### src/rtl/alu_pkg.sv
// Shared ALU definitions: selector codes, RV32I opcodes and the issue entry.
package alu_pkg;

    localparam logic [3:0] ADD       = 4'd0;
    localparam logic [3:0] SUB       = 4'd1;
    localparam logic [3:0] AND       = 4'd2;
    localparam logic [3:0] OR        = 4'd3;
    localparam logic [3:0] XOR       = 4'd4;
    localparam logic [3:0] SLL       = 4'd5;
    localparam logic [3:0] SLR       = 4'd6;
    localparam logic [3:0] SLT       = 4'd7;
    localparam logic [3:0] SLTU      = 4'd8;
    localparam logic [3:0] SRA       = 4'd9;
    localparam logic [3:0] OPERAND_B = 4'd15;

    localparam logic [6:0] OP     = 7'b0110011;
    localparam logic [6:0] OP_IMM = 7'b0010011;
    localparam logic [6:0] LUI    = 7'b0110111;
    localparam logic [6:0] AUIPC  = 7'b0010111;

    typedef struct packed {
        logic [31:0] a;
        logic [31:0] b;
        logic [3:0]  sel;
        logic [4:0]  rd;
        logic        illegal;
    } issue_entry_t;

    // funct3 mapping shared by OP and OP-IMM; shift/sub variants resolved by caller
    function automatic logic [3:0] f3_sel(input logic [2:0] f3);
        case (f3)
            3'b000:  f3_sel = ADD;
            3'b001:  f3_sel = SLL;
            3'b010:  f3_sel = SLT;
            3'b011:  f3_sel = SLTU;
            3'b100:  f3_sel = XOR;
            3'b101:  f3_sel = SLR;
            3'b110:  f3_sel = OR;
            default: f3_sel = AND;
        endcase
    endfunction

endpackage

### src/rtl/alu_decode.sv
// Combinational RV32I ALU-class decoder producing one issue entry.
module alu_decode
    import alu_pkg::*;
(
    input  logic [31:0]  i_instr,
    input  logic [31:0]  i_rs1,
    input  logic [31:0]  i_rs2,
    input  logic [31:0]  i_pc,
    output issue_entry_t o_entry
);

    logic [6:0]  w_op;
    logic [2:0]  w_f3;
    logic [6:0]  w_f7;
    logic [31:0] w_immi;
    logic [31:0] w_immu;
    logic        w_ok;
    logic [3:0]  w_sel;
    logic [31:0] w_a;
    logic [31:0] w_b;

    assign w_op   = i_instr[6:0];
    assign w_f3   = i_instr[14:12];
    assign w_f7   = i_instr[31:25];
    assign w_immi = {{20{i_instr[31]}}, i_instr[31:20]};
    assign w_immu = {i_instr[31:12], 12'b0};

    always_comb begin
        w_ok  = 1'b0;
        w_sel = ADD;
        w_a   = '0;
        w_b   = '0;
        case (w_op)
            OP: begin
                w_a = i_rs1;
                w_b = i_rs2;
                w_sel = f3_sel(w_f3);
                if (w_f3 == 3'b000 || w_f3 == 3'b101) begin
                    w_ok = (w_f7 == 7'b0000000) || (w_f7 == 7'b0100000);
                    if (w_f7 == 7'b0100000)
                        w_sel = (w_f3 == 3'b000) ? SUB : SRA;
                end else begin
                    w_ok = (w_f7 == 7'b0000000);
                end
            end
            OP_IMM: begin
                w_a = i_rs1;
                w_b = w_immi;
                w_sel = f3_sel(w_f3);
                if (w_f3 == 3'b001) begin
                    w_ok = (w_f7 == 7'b0000000);
                end else if (w_f3 == 3'b101) begin
                    w_ok = (w_f7 == 7'b0000000) || (w_f7 == 7'b0100000);
                    if (w_f7 == 7'b0100000)
                        w_sel = SRA;
                end else begin
                    w_ok = 1'b1;
                end
            end
            LUI: begin
                w_ok  = 1'b1;
                w_b   = w_immu;
                w_sel = OPERAND_B;
            end
            AUIPC: begin
                w_ok  = 1'b1;
                w_a   = i_pc;
                w_b   = w_immu;
                w_sel = ADD;
            end
            default: w_ok = 1'b0;
        endcase
    end

    // Illegal entries are zeroed so nothing downstream can act on stale fields
    always_comb begin
        o_entry = '0;
        if (w_ok) begin
            o_entry.a   = w_a;
            o_entry.b   = w_b;
            o_entry.sel = w_sel;
            o_entry.rd  = i_instr[11:7];
        end else begin
            o_entry.illegal = 1'b1;
        end
    end

endmodule

### src/rtl/alu_issue_stage.sv
// ALU issue stage: decode plus a 2-entry skid buffer with registered in_ready.
module alu_issue_stage
    import alu_pkg::*;
#(
    parameter int XLEN = 32
) (
    input  logic            clk,
    input  logic            rst_n,
    input  logic            flush,
    input  logic            in_valid,
    output logic            in_ready,
    input  logic [31:0]     in_instr,
    input  logic [XLEN-1:0] in_rs1_data,
    input  logic [XLEN-1:0] in_rs2_data,
    input  logic [XLEN-1:0] in_pc,
    output logic            out_valid,
    input  logic            out_ready,
    output logic [XLEN-1:0] operand_a,
    output logic [XLEN-1:0] operand_b,
    output logic [3:0]      alu_operations_selector,
    output logic [4:0]      out_rd,
    output logic            out_illegal
);

    localparam logic [1:0] S_EMPTY = 2'd0;
    localparam logic [1:0] S_ONE   = 2'd1;
    localparam logic [1:0] S_TWO   = 2'd2;

    logic [1:0]   r_state;
    logic         r_in_ready;
    issue_entry_t r_main;
    issue_entry_t r_skid;
    issue_entry_t w_dec;
    logic         w_accept;
    logic         w_consume;

    alu_decode u_dec (
        .i_instr (in_instr),
        .i_rs1   (in_rs1_data),
        .i_rs2   (in_rs2_data),
        .i_pc    (in_pc),
        .o_entry (w_dec)
    );

    assign w_accept  = in_valid & r_in_ready;
    assign w_consume = out_valid & out_ready;

    always_ff @(posedge clk or negedge rst_n) begin
        if (!rst_n) begin
            r_state    <= S_EMPTY;
            r_in_ready <= 1'b1;
            r_main     <= '0;
            r_skid     <= '0;
        end else if (flush) begin
            r_state    <= S_EMPTY;
            r_in_ready <= 1'b1;
        end else begin
            case (r_state)
                S_EMPTY: begin
                    if (w_accept) begin
                        r_main  <= w_dec;
                        r_state <= S_ONE;
                    end
                end
                S_ONE: begin
                    if (w_accept && !w_consume) begin
                        r_skid     <= w_dec;
                        r_state    <= S_TWO;
                        r_in_ready <= 1'b0;
                    end else if (w_accept) begin
                        r_main <= w_dec;
                    end else if (w_consume) begin
                        r_state <= S_EMPTY;
                    end
                end
                S_TWO: begin
                    if (w_consume) begin
                        r_main     <= r_skid;
                        r_state    <= S_ONE;
                        r_in_ready <= 1'b1;
                    end
                end
                default: begin
                    r_state    <= S_EMPTY;
                    r_in_ready <= 1'b1;
                end
            endcase
        end
    end

    assign in_ready                = r_in_ready;
    assign out_valid               = (r_state != S_EMPTY);
    assign operand_a               = r_main.a;
    assign operand_b               = r_main.b;
    assign alu_operations_selector = r_main.sel;
    assign out_rd                  = r_main.rd;
    assign out_illegal             = r_main.illegal;

endmodule

### config.mk
export PLATFORM = sky130hd
export DESIGN_NAME = alu_issue_stage
export DESIGN_NICKNAME = d
export VERILOG_FILES = /design/src/rtl/alu_pkg.sv /design/src/rtl/alu_decode.sv /design/src/rtl/alu_issue_stage.sv
export SDC_FILE = /design/constraint.sdc
export NUM_CORES = 1
export LEC_CHECK = 0
export CAP_MARGIN = 20
export CORE_AREA = 4 4 131 133
export DETAILED_ROUTE_END_ITERATION = 8
export DIE_AREA = 0 0 135 137
export HOLD_SLACK_MARGIN = 0.1
export PLACE_DENSITY = 0.86
export REMOVE_ABC_BUFFERS = 1
export SLEW_MARGIN = 20
export SYNTH_ARGS = -nofsm -noshare
export SYNTH_HDL_FRONTEND = slang
export SYNTH_SLANG_ARGS = --single-unit
### constraint.sdc
create_clock -name clk -period 2.38 [get_ports clk]
set_clock_uncertainty 0.15 [all_clocks]
set_input_delay 0.595 -clock clk [delete_from_list [all_inputs] [get_ports clk]]
set_output_delay 0.595 -clock clk [all_outputs]
set_load 0.005 [all_outputs]
==> tab_implementation.tex <==
\begin{tabular}{lr}
\hline
Metric & Value \\
\hline
\multicolumn{2}{l}{\textbf{Floorplan}} \\
Number of rows in the core area & 46 \\
Die span in x & 135 um \\
Core box area & 0.01583 mm\^{}2 \\
Top-level I/O count & 209 \\
Initial standard-cell utilization of the core & 0.4891 \\
Vertical die dimension & 137 um \\
Die ar. & 0.01850 mm\^{}2 \\
\multicolumn{2}{l}{\textbf{Finish}} \\
Finished Cell Area & 0.01157 mm\^{}2 \\
Area growth syn-to-layout & 49.47\% \\
Most common cell after layout, fill and taps aside & sky130\_fd\_sc\_hd\_\_clkdlybuf4s50\_1 \\
Fraction of final layout cells sized beyond drive strength 1 & 0.1728 \\
Area of the multi-input gates & 0.003777 mm\^{}2 \\
Number of antenna repair diodes & 0 \\
Area used by sequential logic in the layout & 0.003782 mm\^{}2 \\
Leading cell types in the layout, fill and taps excluded & sky130\_fd\_sc\_hd\_\_clkdlybuf4s50\_1 (195), sky130\_fd\_sc\_hd\_\_a21oi\_1 (161), sky130\_fd\_sc\_hd\_\_dfrtp\_1 (148), sky130\_fd\_sc\_hd\_\_nor2\_1 (104), sky130\_fd\_sc\_hd\_\_buf\_4 (97) \\
Fillers & 1090 \\
Fin nets & 1260 \\
Post-layout instance count excluding filler cells & 1356 \\
\multicolumn{2}{l}{\textbf{Worst setup path}} \\
Biggest cell delay along the critical path & 0.42 ns \\
Capturing instance or port of the critical path & operand\_b[23] \\
Setup slack on the worst flop-to-flop path & 0.23 ns \\
Worst Setup Start Kind & input pin \\
Origin of the worst setup path & in\_instr[27] \\
Cell depth of the worst setup path & 8 \\
Worst reg2reg startpoint & in\_ready \\
Worst path cell trace & clkdlybuf4s15\_1 -> nor4\_4 -> buf\_4 -> a311oi\_4 -> o221a\_4 -> buf\_6 -> or3\_4 -> a21oi\_4 \\
Combined buffer and inverter count along the critical path & 3 \\
Data arrival time of the critical path & 2.53 ns \\
Cell depth of the worst flop-to-flop path & 7 \\
Worst Setup Path Type & input pin to flip-flop \\
Critical Path Fanout Max & 8 \\
Critical path required time & 2.59 ns \\
Capturing point of the worst reg2reg path & operand\_b[23] \\
Cell family with most CP delay & compound AO/OA/AOI/OAI gates \\
Crit end category & flip-flop \\
Master of the slowest instance on the critical path & sky130\_fd\_sc\_hd\_\_o221a\_4 \\
\multicolumn{2}{l}{\textbf{Timing}} \\
Final setup viols & 0 \\
Fin crit period & 2.324 ns \\
Fmax & 430.2 MHz \\
Worst-margin pin slew & 0.6047 ns \\
Final Slew Violations & 0 \\
Setup repair after global routing missed its margin & false \\
Final cycle utilization of the critical path & 0.9766 \\
Hold violation count in the final report & 0 \\
Relative slew margins & 0.5941 \\
\multicolumn{2}{l}{\textbf{Placement}} \\
Number of buffer cells added on primary ports & 208 \\
Half-perimeter wire length after placement & 16670 um \\
Post-DP Area & 0.01078 mm\^{}2 \\
Gp weighted congestion & 0.8323 \\
Number of placed instances, taps included & 1315 \\
\multicolumn{2}{l}{\textbf{Route}} \\
Antenna Violating Nets Remaining & 0 \\
Wire length reported by the detailed router & 25810 um \\
Post-detailed-route wirelength per cell & 19.04 um \\
Total via count in the routed design & 8022 \\
Violation count after the first detailed-route iteration & 765 \\
Number of vias per cell after detailed routing & 5.916 \\
Number of DRC violations after detailed routing & 0 \\
First drt pass iteration count & 7 \\
\multicolumn{2}{l}{\textbf{Synth}} \\
Count of flip-flops with a built-in enable after synthesis & 0 \\
Area of the mapped netlist & 0.007741 mm\^{}2 \\
Post-synthesis cell count & 872 \\
Count of warnings emitted by yosys & 0 \\
Proportion of synthesized flip-flops having asynchronous set or reset & 1.000 \\
Main flop type after synthesis & sky130\_fd\_sc\_hd\_\_dfrtp\_1 \\
Synthesized area per cell & 8.877 um\^{}2 \\
Sequential-to-total area share from yosys stat & 0.4883 \\
Yosys reg bits & 151 \\
Count of different cell masters after synthesis & 43 \\
\multicolumn{2}{l}{\textbf{Power}} \\
Power Total & 7.728 mW \\
PD cells & 667.9 mW/mm\^{}2 \\
Peak supply drop & 0.0005054 V \\
Leakage power of the design & 4.811 nW \\
\multicolumn{2}{l}{\textbf{CTS}} \\
Clock slew at reported path FFs & 0.06 ns \\
Maximum number of buffers from clock root to sink & 2 \\
Clock root buffer master & sky130\_fd\_sc\_hd\_\_clkbuf\_16 \\
Worst skew pair latency & 0.43 ns \\
Total clock sinks & 151 \\
CTS H-Tree Depth & 4 \\
TritonCTS clock tree & yes \\
Number of buffers created by CTS & 17 \\
\multicolumn{2}{l}{\textbf{GRT}} \\
Number of global-route vias before repair & 8109 \\
Total congestion overflow & 0 \\
Global routing usage summed across all routing layers & 0.2778 \\
Initial antenna violation count & 0 \\
Maximum number of pins on one net before global-route repair & 102 \\
First-pass GRT wire length & 40900 um \\
\multicolumn{2}{l}{\textbf{Hold path}} \\
Min-Delay Path Class & flip-flop to flip-flop \\
Hold Path Origin & r\_skid[68] \\
\multicolumn{2}{l}{\textbf{Flow run}} \\
Number of violations of the max-capacitance limit & 0 \\
\multicolumn{2}{l}{\textbf{Outcome}} \\
Status & completed \\
\hline
\end{tabular}
[cell usage after synthesis (3+ instances only)]
| library cell | instances | area, um^2 |
|---|---|---|
| sky130_fd_sc_hd__a211oi_1 | 4 | 30.03 |
| sky130_fd_sc_hd__a21oi_1 | 165 | 825.8 |
| sky130_fd_sc_hd__a22oi_1 | 31 | 232.7 |
| sky130_fd_sc_hd__a31oi_1 | 4 | 25.02 |
| sky130_fd_sc_hd__buf_1 | 8 | 30.03 |
| sky130_fd_sc_hd__buf_2 | 11 | 55.05 |
| sky130_fd_sc_hd__buf_6 | 3 | 33.78 |
| sky130_fd_sc_hd__clkbuf_1 | 70 | 262.8 |
| sky130_fd_sc_hd__dfrtp_1 | 150 | 3754 |
| sky130_fd_sc_hd__inv_1 | 3 | 11.26 |
| sky130_fd_sc_hd__mux2_2 | 13 | 146.4 |
| sky130_fd_sc_hd__mux2i_1 | 20 | 200.2 |
| sky130_fd_sc_hd__nand2_1 | 83 | 311.6 |
| sky130_fd_sc_hd__nand2b_1 | 3 | 18.77 |
| sky130_fd_sc_hd__nand3_1 | 24 | 120.1 |
| sky130_fd_sc_hd__nand4_1 | 15 | 93.84 |
| sky130_fd_sc_hd__nor2_1 | 106 | 397.9 |
| sky130_fd_sc_hd__nor2b_1 | 4 | 25.02 |
| sky130_fd_sc_hd__nor3_1 | 9 | 45.04 |
| sky130_fd_sc_hd__nor3b_1 | 3 | 22.52 |
| sky130_fd_sc_hd__o21ai_0 | 19 | 95.09 |
| sky130_fd_sc_hd__o31ai_1 | 21 | 157.7 |
| sky130_fd_sc_hd__o41ai_1 | 31 | 271.5 |
| sky130_fd_sc_hd__or3_1 | 20 | 125.1 |
| sky130_fd_sc_hd__or4_1 | 31 | 232.7 |
[power by group]
group          total (mW)  internal [mW]  leakage, nW  switching (mW)
Combinational        2.00           1.12         2.60           0.880
Sequential           3.11           2.90         1.94           0.207
Clock                2.62           1.46        0.268            1.16
[worst min-delay path, stage by stage (launching register included)]
cell and delay [ns]:
sky130_fd_sc_hd__dfrtp_1 0.35, sky130_fd_sc_hd__nand2_1 0.05, sky130_fd_sc_hd__nand2_1 0.05
[registers in the layout, summed over array words and instances (netlist names)]
name / flops
r_skid: 74
operand_a: 32
operand_b: 32
out_rd: 5
alu_operations_selector: 4
r_state: 2
in_ready: 1
out_illegal: 1
[cells by family (layout without fill, tap and decap cells)]
family / Yosys count / in the layout / share of synthesized area
flip-flops: 151 / 151 / 0.4883
multiplexers: 33 / 33 / 0.04477
buffers and inverters: 96 / 360 / 0.05124
XOR/XNOR: 1 / 1 / 0.001132
AND/OR/NAND/NOR: 302 / 302 / 0.1852
AO/OA/AOI/OAI: 289 / 293 / 0.2294
[through the flow]
stage	setup TNS, ns	worst slack, ns	util	hold slack [ns]
4_1_cts	0	0.0007138	0.7259	0.3244
3_3_place_gp	-75.55	-0.7195	0.6813	0.3016
6_report	0	0.05571	0.7311	0.3233
3_5_place_dp	-82.05	-0.7652	0.6813	0.3085
2_1_floorplan	-202.10	-1.974	-	0.1494
5_1_grt	0	0.006859	0.7311	0.3404
[how the worst min path moves through the flow]
stage | to | slack, ns | depth (start not counted)
after floorplan | alu_operations_selector[0] | 0.15 | 0
after global placement | r_skid[68] | 0.30 | 2
after detailed placement | r_skid[46] | 0.31 | 2
after CTS | r_skid[68] | 0.32 | 2
after global routing | r_skid[48] | 0.34 | 2
final | r_skid[68] | 0.32 | 2
[repair_timing]
item	CTS	global route
gates cloned	4	0
pin swaps	3	8
hold endpoints to repair	44	0
setup buffers	2	2
hold buffers	1	0
gates resized for setup	18	22
endpoints found under the setup margin	109	106
[metal layers]
| layer | part of all wire | vias up | track usage |
|---|---|---|---|
| met1 | 0.40 | 3859 | 0.3500 |
| met5 | 0 | - | 0 |
| met3 | 0.080 | 60 | 0.05441 |
| met2 | 0.50 | 387 | 0.4711 |
| li1 | - | 3716 | - |
| met4 | 0.026 | 0 | 0.1153 |
[layout make-up]
type	count	share of cell area
well taps	216	0.02336
inverters	4	0.001298
repair buffers	324	0.2726
flip-flops and latches	151	0.3269
multi-input cells	629	0.3264
clock inverters	15	0.01265
clock buffers	17	0.03676
Power figures use the tool's default switching activity.
